**src/rtl/e203_exu_fpu_fmis_arb.sv**
```systemverilog
// ---------------------------------------------------------------------------
// e203_exu_fpu_fmis_arb
//
// Purpose:
//   Round-robin arbiter that funnels two requesters onto the single shared
//   fmis move datapath through a one-entry output buffer. The accepted op
//   appears on the output one cycle after acceptance. While the consumer keeps
//   o_ready high, the buffer can take a new op every cycle.
//
// Ports:
//   clk                 single clock, rising-edge
//   rst                 synchronous active-high reset
//   flush               synchronous pipeline flush, drops the buffered op
//   r0_valid/r0_ready   requester 0 handshake
//   r0_data, r0_tag     requester 0 operand (rs1) and destination tag
//   r1_*                requester 1, same meaning as r0_*
//   o_valid/o_ready     writeback handshake toward the fmis_mv datapath
//   o_data, o_tag       buffered operand and tag of the granted op
//   o_src               index of the requester that supplied the buffered op
//   busy                high whenever an op is buffered (mirror of o_valid)
// ---------------------------------------------------------------------------
module e203_exu_fpu_fmis_arb #(
  parameter int DW = 32,
  parameter int TW = 5
) (
  input  logic          clk,
  input  logic          rst,
  input  logic          flush,
  input  logic          r0_valid,
  output logic          r0_ready,
  input  logic [DW-1:0] r0_data,
  input  logic [TW-1:0] r0_tag,
  input  logic          r1_valid,
  output logic          r1_ready,
  input  logic [DW-1:0] r1_data,
  input  logic [TW-1:0] r1_tag,
  output logic          o_valid,
  input  logic          o_ready,
  output logic [DW-1:0] o_data,
  output logic [TW-1:0] o_tag,
  output logic          o_src,
  output logic          busy
);

  // Round-robin pointer: requester index currently holding priority.
  logic ptr;
  logic can_accept;
  logic acc0;
  logic acc1;

  // The buffer can take a new op when it is empty, or when it is full and
  // its contents leave this cycle. Flush and reset block any acceptance.
  // Readies are derived only from the other requester's valid, so a
  // requester never sees its own valid fed back into its ready.
  always_comb begin
    can_accept = (!o_valid || o_ready) && !flush && !rst;
    r0_ready   = can_accept && (!ptr || !r1_valid);
    r1_ready   = can_accept && ( ptr || !r0_valid);
    // The ready terms are mutually exclusive when both requesters are valid,
    // so at most one of these can fire in a cycle.
    acc0       = r0_valid && r0_ready;
    acc1       = r1_valid && r1_ready;
  end

  // Output buffer and priority pointer. An acceptance reloads the buffer
  // (which also covers back-to-back draining); otherwise a flush or a
  // completed output beat empties it. Payload registers only move on
  // acceptance, so they hold steady while empty or stalled.
  always_ff @(posedge clk) begin
    if (rst) begin
      o_valid <= 1'b0;
      o_data  <= '0;
      o_tag   <= '0;
      o_src   <= 1'b0;
      ptr     <= 1'b0;
    end else if (acc0) begin
      o_valid <= 1'b1;
      o_data  <= r0_data;
      o_tag   <= r0_tag;
      o_src   <= 1'b0;
      ptr     <= 1'b1;
    end else if (acc1) begin
      o_valid <= 1'b1;
      o_data  <= r1_data;
      o_tag   <= r1_tag;
      o_src   <= 1'b1;
      ptr     <= 1'b0;
    end else if (flush || o_ready) begin
      o_valid <= 1'b0;
    end
  end

  assign busy = o_valid;

endmodule

```
**config.mk**
```make
export PLATFORM = sky130hd
export DESIGN_NAME = e203_exu_fpu_fmis_arb
export DESIGN_NICKNAME = d
export VERILOG_FILES = /design/src/rtl/e203_exu_fpu_fmis_arb.sv
export SDC_FILE = /design/constraint.sdc
export NUM_CORES = 1
export LEC_CHECK = 0
export CORE_MARGIN = 4
export CORE_UTILIZATION = 43
export CTS_CLUSTER_SIZE = 14
export DETAILED_ROUTE_END_ITERATION = 8
export MAX_ROUTING_LAYER = met4
export PLACE_DENSITY_LB_ADDON = 0.25
export SYNTH_ARGS = -nofsm -noshare
export SYNTH_HDL_FRONTEND = slang
export SYNTH_SLANG_ARGS = --single-unit
```
**constraint.sdc**
```tcl
create_clock -name clk -period 3.3 [get_ports clk]
set_input_delay 0.33 -clock clk [delete_from_list [all_inputs] [get_ports clk]]
set_output_delay 0.33 -clock clk [all_outputs]
set_load 0.02 [all_outputs]
```
==> results of run 1 <==
-- worst paths after layout --
kind	startpoint	end	slack (ns)
hold reg to reg	o_src	o_src	0.47
setup reg to reg	ptr	o_data[31]	1.72
setup / recovery	o_ready	r0_ready	1.10
hold / removal	flush	busy	0.37
-- cells by family after synthesis --
family	after synthesis
AOI/OAI and AO/OA	78
buffers and inverters	29
DFF	40
and+or+nand+nor	48
-- cells in the mapped netlist --
master and count:
a21boi_0 1, buf_2 8, nand2b_1 38, nand2_1 1, a221oi_2 1, buf_6 11, nor2_4 1, nor2b_4 1
nor3_1 1, inv_1 1, a311oi_1 1, a31oi_1 1, o41ai_2 29, nand4_4 1, buf_1 1, clkbuf_1 3
buf_4 5, nand2b_2 1, nor2_2 1, o221a_1 37, o41ai_1 8, dfxtp_1 40, and3_1 2, nand4_2 1
-- state kept, by name, summed over array words and instances (netlist names) --
| name | cells |
|---|---|
| busy | 1 |
| o_data | 32 |
| o_src | 1 |
| o_tag | 5 |
| ptr | 1 |
-- cell type report --
| type | count | area [um^2] |
|---|---|---|
| fill | 437 | 1633 |
| multi-input combinational | 126 | 1334 |
| timing repair buffer | 128 | 1254 |
| sequential | 40 | 800.8 |
| tap | 70 | 87.58 |
| clock buffer | 6 | 82.58 |
| clock inverter | 2 | 10.01 |
| inverter | 1 | 3.754 |
-- report_power, final --
group	switching (mW)	internal, mW
logic	0.196	0.255
clock network	0.172	0.167
registers	0.0262	0.533
total	0.394	0.955
-- metal layers --
metal	GRT usage	wire length, um
met1	0.2575	2822
met2	0.3336	3215
met3	0.05373	537
met4	0.05482	112
met5	-	0
-- critical path, delay by kind of cell --
kind	cells	cell delay (ns)
buf+inv	2	1.13
simple gates	2	0.41
==> key figures, run 1 <==
Outcome
  • Status: finished, final reports clean

Finish
  • Final #Nets: 382
  • Util after Layout: 0.6863
  • Final Instance Area: 3572 um^2
  • Most common cell after layout, fill and taps aside: clkdlybuf4s50_1
  • Most frequent cells in the layout: 119 x clkdlybuf4s50_1, 40 x dfxtp_1, 38 x nand2b_1, 37 x o221a_1, 29 x o41ai_2
  • Share of cells above drive strength 1: 0.1749
  • Non-Filler Instances: 373
  • Antenna diodes: 0
  • Synth-to-Final Area Change: 52.02%

Logic synthesis
  • FF+latch count, synth: 40
  • Area of the mapped netlist: 2350 um^2
  • Fraction of the mapped netlist area in simple logic gates: 0.1416
  • Post-synth top area share: 0.3408
  • Adder-cell share of the synthesized area: 0
  • Number of synthesis warnings: 0
  • Synth cell types: 24
  • Synthesized area per cell: 12.05 um^2
  • Post-synthesis xor/xnor area fraction: 0
  • Sequential area share after synthesis: 0.3408
  • Gate Count Post-Synth: 195
  • Largest cells by area after synthesis: dfxtp_1 34%, o41ai_2 20%, o221a_1 18%
  • Post-synthesis compound-gate area fraction: 0.4239
  • Yosys top cell by area: dfxtp_1
  • Synthesized Nets: 275
  • Main combinational cell family by area after synthesis: compound AO/OA/AOI/OAI gates
  • Post-synthesis mux area share: 0

CTS
  • Total CTS buffers: 5
  • Clock Pin Slew Worst Setup and Hold Paths: 0.08 ns
  • Clk_lat worst skew: 0.29 ns
  • CTS Root Cell: clkbuf_8
  • Total number of H-tree levels: 2
  • Clock Sinks: 40
  • Number of setup buffers added after CTS: 0
  • CTS Hold Bufs: 0
  • CTS tree: done
  • Longest Clk Path Bufs: 2
  • CTS resizes: 0

Global routing
  • Pin count of the biggest net entering global routing: 78
  • Global route overflow: 0
  • Initial antenna violation count: 0
  • Vias in the first global route: 2,111
  • First-pass GRT wire length: 10,540 um
  • GRT Total Usage: 0.2073

Worst setup path
  • Max stage delay cell, worst path: clkdlybuf4s50_1
  • Worst Path Arrival: 1.87 ns
  • Most frequent CP cell: clkdlybuf4s50_1
  • FF-to-FF path depth: 4
  • Sequence of cells on the critical path: clkdlybuf4s50_1, nand2b_2, and3_1, clkdlybuf4s50_1
  • CP startpoint kind: input port
  • WP data required: 2.97 ns
  • CP endpoint kind: output port
  • CP Class: in -> out
  • CP Max Fanout: 6
  • Max incr delay on CP: 0.61 ns

Timing
  • Worst Tran Pin Value: 0.7880 ns
  • Unrepaired setup endpoints after global routing: no
  • Worst setup margin: 1.099 ns
  • Setup violations, final: 0
  • Final Skew: 0.004671 ns
  • Final Critical Period: 2.201 ns
  • Worst hold slack: 0.3706 ns
  • Max Freq: 0.4543 GHz
  • Max_slew headroom: 0.4747
  • Fin Setup TNS: 0 ns
  • Tcrit/Tclk final: 0.6670
  • Pins Over Slew Limit: 0
  • Fin. Hold Viols: 0

Floorplanning
  • Ports: 122
  • Die X: 81.92 um
  • Die Y: 81.92 um
  • Core ar.: 5205 um^2
  • # rows: 26
  • Die area: 6711 um^2
  • Starting density of the core: 0.4514

Detailed routing
  • Avg WL per Cell: 17.93 um
  • DR DRC count: 0
  • Drt initial violations: 144
  • Final antenna-violating net count: 0
  • Avg Vias per Cell: 5.670
  • Vias after detailed routing: 2,115
  • Wirelength, routed: 6687 um
  • Initial DRT Pass Iterations: 5

Placement
  • I/O Buffers: 121
  • Final GP Congestion: 0.7845
  • DP Worst Slack: 1.091 ns
  • Post-DP HPWL: 4606 um
  • Post-DP Area: 3480 um^2
  • Placed Cells incl. Taps: 365

Hold path
  • Min-Delay Path Depth: 3
  • Min-delay worst type: in -> reg

Power and ir drop
  • Overall power: 1.349 mW
  • Pleak: 1.295 nW
  • Power density cells: 377.6 nW/um^2
  • Max VDD drop: 0.0002308 V

Flow run
  • Maxcap violations: 0
No activity file was read; power rests on OpenSTA's default activity.
==> inputs of run 2 (changes only) <==
CORE_UTILIZATION = 40   (was 43)
clock period = 2.1 ns   (was 3.3 ns; I/O delays follow)
==> run 2 against run 1 <==
Compared with the run above:
- worst setup slack got worse by 0.90 ns
- sequential power up 57%
- sequential share of layout area is 0.26 points lower
- register-to-register slack lost 1.0 ns
- critical path depth unchanged
- clock-buffer cell count unchanged
- combinational power grew 59%
- cell area is 1.2% higher
- utilization fell by 4.2 points
- worst hold slack lost 0.092 ns
- largest power group unchanged
==> key figures, run 2 (same netlist as run 1, synthesis figures left out) <==
Worst setup path
  • Worst R2R Setup Slack: 0.70 ns
  • Worst r2r src: busy
  • CP startpoint kind: input port
  • CP Class: in -> out
  • Most frequent CP cell: clkdlybuf4s50_1
  • Max stage delay cell, worst path: clkdlybuf4s50_1
  • Max incr delay on CP: 0.62 ns
  • WP data required: 1.89 ns
  • Sequence of cells on the critical path: clkdlybuf4s50_1, nand2b_2, and3_1, clkdlybuf4s50_1
  • Worst r2r dst: o_tag[0]
  • CP endpoint kind: output port
  • CP top delay family: buffers and inverters
  • Worst Path Arrival: 1.69 ns
  • CP Max Fanout: 3
  • Worst path bufs/invs: 2
  • FF-to-FF path depth: 5

Hold path
  • Hold path startpoint: flush
  • Min-Delay Path Depth: 3
  • Worst Hold Path EP: busy
  • Min-delay worst type: in -> reg

Timing
  • Fin Setup TNS: 0 ns
  • Final Critical Period: 1.897 ns
  • Worst Tran Pin Value: 0.4344 ns
  • Pins Over Slew Limit: 0
  • Worst hold slack: 0.2781 ns
  • Max Freq: 0.5271 GHz
  • Tcrit/Tclk final: 0.9034
  • Setup violations, final: 0
  • Unrepaired setup endpoints after global routing: no
  • Max_slew headroom: 0.7104
  • Final Skew: 0.007427 ns
  • Fin. Hold Viols: 0

Detailed routing
  • Wirelength, routed: 6672 um
  • Vias after detailed routing: 2,110
  • Avg Vias per Cell: 5.582
  • Initial DRT Pass Iterations: 4
  • DR DRC count: 0
  • Drt initial violations: 87
  • Avg WL per Cell: 17.65 um
  • Final antenna-violating net count: 0

CTS
  • Total number of H-tree levels: 2
  • Clock Sinks: 40
  • CTS Hold Bufs: 0
  • CTS Root Cell: clkbuf_8
  • CTS resizes: 0
  • Longest Clk Path Bufs: 2
  • Total CTS buffers: 5
  • Clk_lat worst skew: 0.29 ns
  • Number of setup buffers added after CTS: 0
  • CTS tree: done
  • Clock Pin Slew Worst Setup and Hold Paths: 0.07 ns

Global routing
  • Initial antenna violation count: 0
  • GRT Total Usage: 0.1854
  • Global route overflow: 0
  • Vias in the first global route: 2,120
  • Pin count of the biggest net entering global routing: 78
  • Top Usage Layer GRT: met2
  • First-pass GRT wire length: 10,640 um
  • GRT met2 Usage: 0.2918
  • GRT met1 Usage: 0.2369
  • Met3 global-route usage: 0.04416

Finish
  • Biggest register: o_data
  • Util after Layout: 0.6446
  • Antenna diodes: 0
  • Synth-to-Final Area Change: 53.83%
  • Regs by FF count: o_data: 32 flops, o_tag: 5 flops
  • Share of cells above drive strength 1: 0.1797
  • Final #Nets: 386
  • Most frequent cells in the layout: 119 x clkdlybuf4s50_1, 40 x dfxtp_1, 38 x nand2b_1, 37 x o221a_1, 29 x o41ai_2
  • Most common cell after layout, fill and taps aside: clkdlybuf4s50_1
  • Non-Filler Instances: 378
  • Max reg flops: 32

Placement
  • Post-DP HPWL: 4512 um
  • Final GP Congestion: 0.7211
  • Placed Cells incl. Taps: 371
  • I/O Buffers: 121

Power and ir drop
  • Overall power: 2.086 mW
  • Pleak: 1.313 nW
  • Max VDD drop: 0.0002711 V
  • Power density cells: 577.0 nW/um^2

Floorplanning
  • Die Y: 84.65 um
  • Core ar.: 5608 um^2
  • Ports: 122
  • Die X: 84.65 um
  • # rows: 27
  • Die area: 7165 um^2
  • Starting density of the core: 0.4190

Flow run
  • Maxcap violations: 0

Outcome
  • Status: finished, final reports clean
run 2: cell types whose count changed in the layout (fill, tap and decap cells not counted), sizes merged:
cell	delta
clkinv	-1
buf	+4
run 2: layout make-up:
| cell class | count | area (um^2) |
|---|---|---|
| clock buffer | 6 | 72.57 |
| clock inverter | 1 | 5.005 |
| fill | 477 | 1993 |
| inverter | 1 | 3.754 |
| multi-input combinational | 126 | 1334 |
| sequential | 40 | 800.8 |
| tap | 72 | 90.09 |
| timing repair buffer | 132 | 1309 |
run 2: through the flow:
stage	instance area, um^2	setup slack [ns]
4_1_cts	3615	0.1866
5_1_grt	3615	0.1476
3_3_place_gp	3537	0.1988
3_5_place_dp	3537	0.1943
2_1_floorplan	2350	0.7529
6_report	3615	0.2029
run 2: how the worst max path moves through the flow:
| stage | startpoint | to | cells after the start |
|---|---|---|---|
| finish | o_ready | r0_ready | 4 |
| global route | o_ready | r0_ready | 4 |
| CTS | o_ready | r0_ready | 4 |
| detailed placement | o_ready | r0_ready | 4 |
| global placement | o_ready | r0_ready | 4 |
| floorplan | busy | ptr | 5 |
run 2: worst register-to-register path, stage by stage, from the launching register on:
cell	delay, ns
dfxtp_1	0.38
nand2b_2	0.08
buf_4	0.16
nand4_2	0.07
buf_4	0.39
o221a_1	0.27
run 2: layer usage:
metal  share of wire  wire (um)
met1            0.46       3081
met2            0.46       3082
met3           0.061        404
met4           0.015        103
met5               0          0
run 2: where the power goes:
group	switching, mW	internal (mW)	total (mW)
Clock	0.264	0.226	0.491
Sequential	0.0423	0.837	0.879
Combinational	0.305	0.411	0.716
Total	0.612	1.47	2.09
==> inputs of run 3 (changes only) <==
--- a/config.mk
+++ b/config.mk
@@ -8,4 +8,5 @@
 export CORE_MARGIN = 4
 export CORE_UTILIZATION = 40
+export CTS_BUF_LIST = sky130_fd_sc_hd__clkbuf_16
 export CTS_CLUSTER_SIZE = 14
 export DETAILED_ROUTE_END_ITERATION = 8
==> constraint.sdc (replaced) <==
create_clock -name clk -period 2.1 [get_ports clk]
set_input_delay 0.21 -clock clk [delete_from_list [all_inputs] [get_ports clk]]
set_output_delay 0.21 -clock clk [all_outputs]
set_load 0.05 [all_outputs]
==> run 3 against run 2 <==
Compared with the run above:
- via count shrank 1.0%
- sequential cell count stayed put
- routed wire length grew 0.78%
==> key figures, run 3 (same netlist as run 1, synthesis figures left out) <==
Outcome
  • Status: finished, final reports clean

Power and ir drop
  • Clock power share: 0.323
  • Switching Share: 0.3144
  • P_int: 1.801 mW
  • Power density cells: 710.6 nW/um^2
  • Max VDD drop: 0.0004636 V
  • Sequential Power Share: 0.335
  • Pleak: 1.359 nW
  • Overall power: 2.626 mW
  • Psw: 0.8257 mW
  • Comb power frac: 0.341

Finish
  • Antenna diodes: 0
  • Most frequent cells in the layout: 117 x clkdlybuf4s50_1, 40 x dfxtp_1, 38 x nand2b_1, 37 x o221a_1, 29 x o41ai_2
  • Area of the multi-input gates: 1334 um^2
  • Share of cells above drive strength 1: 0.1889
  • Final #Nets: 386
  • Filler Cells Inserted: 473
  • Synth-to-Final Area Change: 57.29%
  • Biggest register: o_data
  • Max reg flops: 32
  • Most common cell after layout, fill and taps aside: clkdlybuf4s50_1
  • Regs by FF count: o_data: 32 flops, o_tag: 5 flops
  • Register area: 800.8 um^2

Detailed routing
  • Vias after detailed routing: 2,089
  • Avg WL per Cell: 17.74 um
  • Wirelength, routed: 6724 um
  • Drt initial violations: 82
  • Final antenna-violating net count: 0
  • Initial DRT Pass Iterations: 4
  • DR DRC count: 0
  • Avg Vias per Cell: 5.512

Global routing
  • Pin count of the biggest net entering global routing: 43
  • Vias in the first global route: 2,070
  • Initial antenna violation count: 0
  • First-pass GRT wire length: 10,470 um
  • GRT Total Usage: 0.1831
  • Global route overflow: 0

Timing
  • Unrepaired setup endpoints after global routing: no
  • Setup violations, final: 0
  • Tcrit/Tclk final: 0.8125
  • Fin. Hold Viols: 0
  • Pins Over Slew Limit: 0
  • Fin Setup TNS: 0 ns
  • Max_slew headroom: 0.6465
  • Final Critical Period: 1.706 ns
  • Final Skew: 0.003529 ns
  • Worst Tran Pin Value: 0.5286 ns
  • Max Freq: 0.5861 GHz

CTS
  • Clock Sinks: 40
  • Longest Clk Path Bufs: 2
  • Total number of H-tree levels: 2
  • CTS Root Cell: clkbuf_16
  • Total CTS buffers: 5
  • Clock Pin Slew Worst Setup and Hold Paths: 0.06 ns
  • Number of setup buffers added after CTS: 0
  • CTS Hold Bufs: 0
  • CTS tree: done
  • Clk_lat worst skew: 0.27 ns
  • CTS resizes: 0

Floorplanning
  • Starting density of the core: 0.4190
  • Ports: 122
  • Die X: 84.65 um
  • Die area: 7165 um^2
  • Core ar.: 5608 um^2
  • # rows: 27
  • Die Y: 84.65 um

Placement
  • I/O Buffers: 121
  • Post-DP HPWL: 4781 um
  • Final GP Congestion: 0.7238

Worst setup path
  • Worst Path Arrival: 1.50 ns
  • Worst path bufs/invs: 1
  • CP endpoint kind: output port
  • CP startpoint kind: register
  • WP data required: 1.89 ns
  • Max stage delay cell, worst path: clkdlybuf4s50_1
  • Max incr delay on CP: 0.84 ns
  • Sequence of cells on the critical path: clkdlybuf4s50_1
  • CP top delay family: buffers and inverters
  • CP Max Fanout: 4
  • CP Class: reg -> out

Flow run
  • Maxcap violations: 0

Hold path
  • Min-delay worst type: in -> reg
==> run 3: cell types whose count changed in the layout (fill, tap and decap cells not counted) <==
| cell | delta |
|---|---|
| inv_1 | +1 |
| clkdlybuf4s50_1 | -2 |
| bufinv_16 | +1 |
| clkbuf_1 | -1 |
| buf_4 | +2 |
| clkbuf_16 | +5 |
| clkbuf_8 | -5 |
==> run 3: worst reg2reg max path, stage by stage, from the launching register on <==
cell,delay (ns)
dfxtp_1,0.39
nand2b_2,0.15
nand4_4,0.11
buf_4,0.37
o221a_1,0.27
==> run 3: worst paths after layout <==
kind                            startpoint       end  slack [ns]  depth (start not counted)
worst min register to register       o_src     o_src        0.48                          2
worst min-delay path                   rst      busy        0.30                          3
worst max register to register        busy  o_tag[2]        0.75                          4
worst max-delay path                  busy   o_valid        0.39                          1
==> run 3: cell type report <==
class / instances / share of cell area
Multi-Input combinational cell: 126 / 0.3609
Timing Repair Buffer: 132 / 0.3527
Sequential cell: 40 / 0.2167
Clock buffer: 5 / 0.03385
Tap cell: 72 / 0.02437
Clock inverter: 3 / 0.01049
Inverter: 1 / 0.001016
==> run 3: metal layers <==
| layer | track usage | up-vias | share of wire |
|---|---|---|---|
| met2 | 0.2868 | 72 | 0.47 |
| li1 | - | 1024 | - |
| met1 | 0.2439 | 991 | 0.46 |
| met4 | 0.02590 | 0 | 0.0027 |
| met5 | - | - | 0 |
| met3 | 0.04612 | 2 | 0.066 |
==> run 3: power by group through the flow <==
stage	sequential (mW)	clock, mW	combinational [mW]
after CTS	0.881	0.870	0.904
final	0.880	0.849	0.897
after detailed placement	0.897	0	0.900
after floorplan	1.16	0	0.288
after global routing	0.890	0.904	0.940
after global placement	0.896	0	0.891
==> run 3: through the flow <==
stage / hold slack [ns] / area [um^2] / util / worst slack, ns / cells
5_1_grt: 0.3045 / 3696 / 0.6591 / 0.3406 / 379
4_1_cts: 0.2979 / 3696 / 0.6591 / 0.3741 / 379
3_3_place_gp: 0.4627 / 3532 / 0.6299 / 0.3460 / 371
3_5_place_dp: 0.4638 / 3532 / 0.6299 / 0.3267 / 371
6_report: 0.3037 / 3696 / 0.6591 / 0.3937 / 379
2_1_floorplan: 0.2979 / 2350 / - / 0.4830 / 195
